**config.mk**
```make
export PLATFORM = sky130hd
export DESIGN_NAME = fpu_fmul_unit
export DESIGN_NICKNAME = d
export VERILOG_FILES = /design/src/rtl/fpu_pkg.sv /design/src/rtl/fmul_round.sv /design/src/rtl/fpu_fmul_unit.sv
export SDC_FILE = /design/constraint.sdc
export NUM_CORES = 2
export LEC_CHECK = 0
export CAP_MARGIN = 0
export CELL_PAD_IN_SITES_DETAIL_PLACEMENT = 1
export CELL_PAD_IN_SITES_GLOBAL_PLACEMENT = 1
export CORE_UTILIZATION = 30
export CTS_BUF_LIST = sky130_fd_sc_hd__clkbuf_16
export DETAILED_ROUTE_END_ITERATION = 10
export PLACE_DENSITY_LB_ADDON = 0.1
export SLEW_MARGIN = 20
export SYNTH_ARGS = -nofsm -noshare
export SYNTH_HDL_FRONTEND = slang
export SYNTH_SLANG_ARGS = --single-unit
export TNS_END_PERCENT = 20
```
**constraint.sdc**
```tcl
create_clock -name clk -period 6.2 [get_ports clk]
set_input_delay 0.62 -clock clk [delete_from_list [all_inputs] [get_ports clk]]
set_output_delay 0.62 -clock clk [all_outputs]
set_load 0.005 [all_outputs]
```
**src/rtl/fpu_pkg.sv**
```systemverilog
// Shared constants, state encoding and special-case flag bundle for the FP multiplier.
package fpu_pkg;

  localparam int unsigned FP_W   = 32;
  localparam int unsigned EXP_W  = 10;
  localparam int unsigned PROD_W = 48;

  localparam logic [4:0]      FP_OP_FMUL   = 5'b10010;
  localparam logic [FP_W-1:0] FP_CANON_NAN = 32'h7FC00000;
  localparam int unsigned     FP_EXP_BIAS  = 127;

  typedef enum logic [1:0] {
    ST_IDLE = 2'd0,
    ST_MUL  = 2'd1,
    ST_NORM = 2'd2,
    ST_DONE = 2'd3
  } fpu_state_e;

  typedef struct packed {
    logic nan;
    logic inf;
    logic zero;
  } fmul_special_t;

endpackage

```
**src/rtl/fmul_round.sv**
```systemverilog
// Normalize, round-to-nearest-even and range-check a raw 48-bit mantissa product.
module fmul_round
  import fpu_pkg::*;
(
  input  logic              sign_i,
  input  logic [EXP_W-1:0]  esum_i,
  input  logic [PROD_W-1:0] prod_i,
  input  logic              nan_i,
  input  logic              inf_i,
  input  logic              zero_i,
  output logic [FP_W-1:0]   result_o
);

  logic [22:0]        mant;
  logic               guard;
  logic               sticky;
  logic               round_up;
  logic [23:0]        mant_sum;
  logic signed [10:0] e_norm;
  logic signed [10:0] e_fin;

  always_comb begin
    if (prod_i[47]) begin
      mant   = prod_i[46:24];
      guard  = prod_i[23];
      sticky = |prod_i[22:0];
      e_norm = $signed({esum_i[9], esum_i}) + 11'sd1;
    end else begin
      mant   = prod_i[45:23];
      guard  = prod_i[22];
      sticky = |prod_i[21:0];
      e_norm = $signed({esum_i[9], esum_i});
    end
    round_up = guard & (sticky | mant[0]);
    // A carry out of the mantissa leaves mant_sum[22:0] at zero, so only the exponent moves.
    mant_sum = {1'b0, mant} + 24'(round_up);
    e_fin    = e_norm + $signed({10'd0, mant_sum[23]});

    if (nan_i) begin
      result_o = FP_CANON_NAN;
    end else if (inf_i) begin
      result_o = {sign_i, 8'hFF, 23'h0};
    end else if (zero_i) begin
      result_o = {sign_i, 31'h0};
    end else if (e_fin >= 11'sd255) begin
      result_o = {sign_i, 8'hFF, 23'h0};
    end else if (e_fin <= 11'sd0) begin
      result_o = {sign_i, 31'h0};
    end else begin
      result_o = {sign_i, e_fin[7:0], mant_sum[22:0]};
    end
  end

endmodule

```
**src/rtl/fpu_fmul_unit.sv**
```systemverilog
// Multi-cycle binary32 multiplier answering EX-stage FP requests over a ready/done handshake.
module fpu_fmul_unit
  import fpu_pkg::*;
(
  input  logic        clk,
  input  logic        rst,
  input  logic        start,
  input  logic [4:0]  alu_control,
  input  logic [31:0] src_a,
  input  logic [31:0] src_b,
  output logic [31:0] fpu_result,
  output logic        fpu_ready,
  output logic        fpu_done
);

  fpu_state_e          state_q, state_d;
  logic [FP_W-1:0]     a_q, a_d;
  logic [FP_W-1:0]     b_q, b_d;
  logic                sign_q, sign_d;
  logic [EXP_W-1:0]    esum_q, esum_d;
  logic [PROD_W-1:0]   prod_q, prod_d;
  fmul_special_t       spec_q, spec_d;
  logic [FP_W-1:0]     result_q, result_d;
  logic                done_q, done_d;
  logic                ready_q, ready_d;

  logic                accept_c;
  logic                is_fmul_c;
  logic [FP_W-1:0]     round_result_c;
  logic                a_inf_c, b_inf_c, a_zero_c, b_zero_c;

  assign accept_c  = start & ready_q & alu_control[4];
  assign is_fmul_c = (alu_control == FP_OP_FMUL);

  assign fpu_result = result_q;
  assign fpu_ready  = ready_q;
  assign fpu_done   = done_q;

  // State register and datapath flops.
  always_ff @(posedge clk or posedge rst) begin
    if (rst) begin
      state_q  <= ST_IDLE;
      a_q      <= '0;
      b_q      <= '0;
      sign_q   <= 1'b0;
      esum_q   <= '0;
      prod_q   <= '0;
      spec_q   <= '0;
      result_q <= '0;
      done_q   <= 1'b0;
      ready_q  <= 1'b1;
    end else begin
      state_q  <= state_d;
      a_q      <= a_d;
      b_q      <= b_d;
      sign_q   <= sign_d;
      esum_q   <= esum_d;
      prod_q   <= prod_d;
      spec_q   <= spec_d;
      result_q <= result_d;
      done_q   <= done_d;
      ready_q  <= ready_d;
    end
  end

  // Next-state logic.
  always_comb begin
    state_d = state_q;
    case (state_q)
      ST_IDLE: if (accept_c) state_d = is_fmul_c ? ST_MUL : ST_DONE;
      ST_MUL:  state_d = ST_NORM;
      ST_NORM: state_d = ST_DONE;
      ST_DONE: begin
        if (accept_c) state_d = is_fmul_c ? ST_MUL : ST_DONE;
        else          state_d = ST_IDLE;
      end
      default: state_d = ST_IDLE;
    endcase
  end

  assign a_inf_c  = (a_q[30:23] == 8'hFF);
  assign b_inf_c  = (b_q[30:23] == 8'hFF);
  assign a_zero_c = (a_q[30:23] == 8'h00);
  assign b_zero_c = (b_q[30:23] == 8'h00);

  fmul_round u_round (
    .sign_i   (sign_q),
    .esum_i   (esum_q),
    .prod_i   (prod_q),
    .nan_i    (spec_q.nan),
    .inf_i    (spec_q.inf),
    .zero_i   (spec_q.zero),
    .result_o (round_result_c)
  );

  // Datapath and output register inputs.
  always_comb begin
    a_d      = a_q;
    b_d      = b_q;
    sign_d   = sign_q;
    esum_d   = esum_q;
    prod_d   = prod_q;
    spec_d   = spec_q;
    result_d = result_q;
    done_d   = (state_d == ST_DONE);
    ready_d  = (state_d == ST_IDLE) || (state_d == ST_DONE);

    if (accept_c) begin
      a_d = src_a;
      b_d = src_b;
    end

    if (state_q == ST_MUL) begin
      sign_d      = a_q[31] ^ b_q[31];
      esum_d      = {2'b00, a_q[30:23]} + {2'b00, b_q[30:23]} - EXP_W'(FP_EXP_BIAS);
      prod_d      = PROD_W'({1'b1, a_q[22:0]}) * PROD_W'({1'b1, b_q[22:0]});
      spec_d.nan  = (a_inf_c & b_zero_c) | (b_inf_c & a_zero_c);
      spec_d.inf  = a_inf_c | b_inf_c;
      spec_d.zero = a_zero_c | b_zero_c;
    end

    // Entering DONE from anywhere but NORM means an unsupported FP code was accepted.
    if (state_d == ST_DONE) begin
      result_d = (state_q == ST_NORM) ? round_result_c : '0;
    end
  end

endmodule

```
# Yosys cells after proc, flatten, opt, wreduce, memory -nomap -nowiden
# Index checks and enable logic that the tools add are counted.
dict set report totals {
  register_bits 162
  latch_bits 0
  ram_bits 0
  mem_bits_ro 0
  input_bits 72
  output_inout_bits 34
  wordCells 58
  mem_count 0
}
dict set report classes {
  addsub 5
  n_mul 1
  n_div 0
  magnitude_cmp 2
  eq_ne 7
  shift 0
  mux 14
  bitwise_logic 10
  reduce_logical 7
}
# op n
set ops {}
lappend ops {{31-bit two-way mux} 4}
lappend ops {{32-bit two-way mux} 2}
lappend ops {{24-bit by 24-bit multiplier with 48-bit output} 1}
lappend ops {{23-bit by 1-bit adder with 24-bit output} 1}
lappend ops {{23-bit two-way mux} 1}
lappend ops {{23-bit OR reduction} 1}
lappend ops {{22-bit OR reduction} 1}
lappend ops {{8-bit equality test (second input constant)} 2}
lappend ops {{8-bit logical NOT} 2}
lappend ops {{10-bit by 2-bit adder with 11-bit output (second input constant)} 1}
lappend ops {{11-bit by 2-bit adder with 11-bit output} 1}
lappend ops {{11-bit by 9-bit >= comparator with 1-bit output (second input constant)} 1}
lappend ops {{11-bit by 1-bit <= comparator with 1-bit output (second input constant)} 1}
lappend ops {{11-bit two-way mux} 1}
lappend ops {{9-bit by 7-bit subtractor with 10-bit output (second input constant)} 1}
lappend ops {{8-bit by 8-bit adder with 9-bit output} 1}
lappend ops {{2-bit one-hot mux with 4 select lines} 1}
lappend ops {{2-bit equality test (second input constant)} 3}
lappend ops {{2-bit two-way mux} 3}
lappend ops {{1-bit bitwise AND} 5}
lappend ops {{5-bit equality test (second input constant)} 1}
lappend ops {{2-bit logical NOT} 2}
lappend ops {{1-bit OR} 4}
lappend ops {{2-bit by 1-bit equality test with 1-bit output (second input constant)} 1}
lappend ops {{3 further kinds} 4}

# Longest topological paths before layout
dict set report depth {
  word_depth 13
  depth_mapped 26
}

# Cells and area by module
# Synthesis repeated with hierarchy kept, for this count alone.
dict set report unflattened {
  hier_cells 3120
  area_unflattened_um2 27239.9
}
# module n_inst cells_each area_each_um2 seq_area_each_um2
set modules_own_cells {}
lappend modules_own_cells {fpu_fmul_unit 1 2836 25266.7 4055.1}
lappend modules_own_cells {fmul_round 1 284 1973.1 0.0}

# Worst setup path after synthesis
# OpenSTA, ideal clock, no wires.
dict set report synth_timing {
  kind {register to register}
  startpoint {reg a_q[13]}
  endpoint {reg prod_q[32]}
  arrival_time_ns 6.724
  slack_ns -0.593
  path_stages_with_launch 26
  path_buffers 1
  synth_period_minus_slack_ns 6.793
  cell_sequence {dfrtp_1 -> clkbuf_1 -> nand2_1 -> fa_1 -> inv_1 -> fa_1 -> inv_1 -> fa_1 -> inv_1 -> fa_1 -> inv_1 -> fa_1 -> inv_1 -> fa_1 -> inv_1 -> fa_1 -> inv_1 -> ha_1 -> and3_1 -> nand4_1 -> a211o_1 -> a311oi_1 -> o211ai_1 -> a211o_1 -> a211o_1 -> nand3_1}
}
dict set report synth_via {
  elab_chain_len 1
}
# element line_no
set synth_lines {}
lappend synth_lines {{start, declared} fpu_fmul_unit.sv:17} ;# logic [FP_W-1:0] a_q, a_d;
lappend synth_lines {{start signal, assigned} fpu_fmul_unit.sv:43} ;# a_q <= '0;
lappend synth_lines {{start signal, assigned} fpu_fmul_unit.sv:54} ;# a_q <= a_d;
lappend synth_lines {{24-bit by 24-bit multiplier with 48-bit output} fpu_fmul_unit.sv:116} ;# prod_d = PROD_W'({1'b1, a_q[22:0]}) * PROD_W'({1'b1, b_q[22:0]});
lappend synth_lines {{end signal, assigned} fpu_fmul_unit.sv:58} ;# prod_q <= prod_d;
lappend synth_lines {{end, declared} fpu_fmul_unit.sv:21} ;# logic [PROD_W-1:0] prod_q, prod_d;
# Every way passes these cells.
# A chain may end at the register's enable or synchronous reset.

# Final worst setup path
# Same ends and word-level chain as after synthesis.

==> metrics.txt <==
Initial Utilization 0.3041; DR vias about 22k; Hold Path Class flip-flop to flip-flop; Hold Path Depth 2; run status complete, but fails checks; delay-heaviest family, CP adder cells; post-synthesis area per instance around 9 sq um; max_slew headroom 0.3667; clk buf depth 2; worst path arrival time about 7200 ps; Netlist cell types a little under 80; R2R cell count 25; hold path start prod_q[2]; HPWL Detailed about 80 mm; CP required around 6600 ps; Post-synth EDFFs 0; Die X 302.0 um; crit path time final between 6000 and 7000 ps; commonest non-fill, non-tap cell in the layout inv_1; DIE AREA 91210 sq um; unrepaired setup endpoints after global routing yes; Setup violations, final 27; Initial DRC Count around 850; row count between 100 and 150; Reg2Reg Setup Slack -580 ps; Slew Limit Fails 0; H-tree levels 4; iteration count of the initial detailed-routing pass 8; grt met1 use 0.2984; Max FO, Critical Path 5; All-Layer GR Usage 0.2201; fin util 0.3763; chip height around 300 um; Residual DRC 12; cells after synthesis 3045; synth warn 0; Area Growth Syn to Fin 23.73%; reg2reg start a_q[13]; Nets 4116; clock root cell clkbuf_16; Worst Setup Path Type flip-flop to flip-flop; CP Launch Type flip-flop; IO Count between 100 and 150; initial antenna violation count 4; core area roughly 89000 sq um; routed len/inst about 21 um; Place WS -927.0 ps; most frequent cells in the layout inv_1, nand2_1, fa_1; post-DR vias/cell 4.729; Congestion Overflow GR 0; sequential area share after synthesis 0.1502; met2 Use GR 0.3694; busiest grt layer met2; worst-margin pin slew between 900 and 1000 ps; Mapped Nets roughly 3.8k; number of global-route vias before repair roughly 25k; Worst-path clk slew roughly 80 ps; failing checks DRC, setup timing; clock skew 28.20 ps; terminus of the critical flop-to-flop path prod_q[32]; Final Cycle Share 1.094; fraction of registers with async set/reset 1.000; layout cells sized above 1 0.1683; post-route ant nets 0; Critical Path Max Stage Delay about 540 ps; mapped cell area 27000 sq um; Seq cells post-synth ~160; count of buffers from port buffering 105; Hold Fails Final Rpt 0; max cap viols 0; Fillers roughly 10k; WHS Endpoint prod_q[2]; first-pass GRT wire length 149.9 mm; Worst path slowest cell fa_1; worst hold slack between 400 and 500 ps; CP bufs+invs 8; top_reg_cell synth dfrtp_1; Max Clk Rate 147.4 MHz; Placer Congestion about 0.9; met3 usage 0.03124; Num CTS Buffers 17; largest net degree at the start of global routing 79; TritonCTS clock tree built; CP endpoint kind flip-flop; Final Worst Setup Slack -584.7 ps; Worst path most repeated cell fa_1; Num Clock Sinks 162; Post-CTS Hold Buffers 0; clock latency on the worst-skew pair slightly above 500 ps; total wire length approximately 97 mm
-- synth_stat cells, drive strengths merged, types with 13 or more instances --
| cell type | n | area share |
|---|---|---|
| o211ai | 23 | 0.0066 |
| xnor2 | 39 | 0.013 |
| clkbuf | 135 | 0.019 |
| o21bai | 16 | 0.0044 |
| nor3 | 16 | 0.0030 |
| buf | 13 | 0.0028 |
| nand3 | 26 | 0.0048 |
| a21oi | 73 | 0.014 |
| nand2 | 538 | 0.075 |
| fa | 483 | 0.36 |
| inv | 616 | 0.086 |
| ha | 193 | 0.089 |
| dfrtp | 161 | 0.15 |
| and2 | 269 | 0.062 |
| a211oi | 15 | 0.0042 |
| xor2 | 29 | 0.0094 |
| o21ai | 87 | 0.016 |
| nor2 | 64 | 0.0089 |
| nor4 | 15 | 0.0037 |
| o2bb2ai | 19 | 0.0062 |
| nand4 | 18 | 0.0047 |
| a21o | 22 | 0.0061 |
-- per-layer routing --
metal	wire length, um	vias to the layer above
li1	-	9953
met1	44540	11170
met2	46750	317
met3	3546	74
met4	2033	0
met5	0	-
-- stage by stage --
stage	std cells	setup TNS, ps	area, sq um
6_report	4549	-9366	33410
3_3_place_gp	4476	-18310	31600
5_1_grt	4547	-16570	33410
2_1_floorplan	3045	-753.9	27220
3_5_place_dp	4476	-20480	31600
4_1_cts	4530	-11060	32820
-- worst max path at each step --
| stage | cells past startpoint | end | slack, ps | start |
|---|---|---|---|---|
| floorplan | 25 | prod_q[32] | -210 | a_q[11] |
| CTS | 25 | prod_q[32] | -590 | a_q[13] |
| global route | 25 | prod_q[32] | -770 | a_q[13] |
| global placement | 22 | prod_q[43] | -910 | a_q[13] |
| finish | 25 | prod_q[32] | -580 | a_q[13] |
| detailed placement | 22 | prod_q[43] | -930 | a_q[13] |
-- worst register-to-register path: cells and delay by family, from the launching register on --
family,cells,cell delay [ps]
flip-flops,1,430
AND/OR/NAND/NOR,4,430
adder cells (fa/ha/maj),8,3830
buffers and inverters,8,500
AO/OA/AOI/OAI,5,1560
-- repair_timing --
item,CTS,global route
gates cloned,1,0
buffers inserted,21,17
setup endpoints to repair,34,36
pin swaps,68,72
resized for setup,132,113
-- registers in the layout (all words and copies together), names as in the netlist --
name	cells
spec_q	3
sign_q	1
b_q	32
esum_q	10
state_q	2
fpu_ready	1
a_q	32
prod_q	48
fpu_result	32
fpu_done	1
-- final cells by class --
type / instances / area (sq um) / share of cell area
Antenna cell: 3 / 7.507 / 0.0002247
Inverter: 619 / 2337 / 0.06995
Sequential cell: 162 / 4086 / 0.1223
Clock inverter: 15 / 166.4 / 0.004981
Clock buffer: 17 / 425.4 / 0.01273
Timing Repair Buffer: 452 / 4192 / 0.1255
Multi-Input combinational cell: 2116 / 20740 / 0.6207
Tap cell: 1165 / 1458 / 0.04363
-- cells by family after synthesis --
| logic type | count (synthesis) | synth area share |
|---|---|---|
| and+or+nand+nor | 1016 | 0.1810 |
| buffers and inverters | 767 | 0.1077 |
| adders and majority gates | 677 | 0.4479 |
| muxes | 18 | 0.006951 |
| xor gates and xnor gates | 68 | 0.02206 |
| DFF | 162 | 0.1502 |
| AOI/OAI and AO/OA | 337 | 0.08415 |
Power is not shown: default switching activity piles up to over one toggle a cycle in this logic, so the estimate is an artifact.
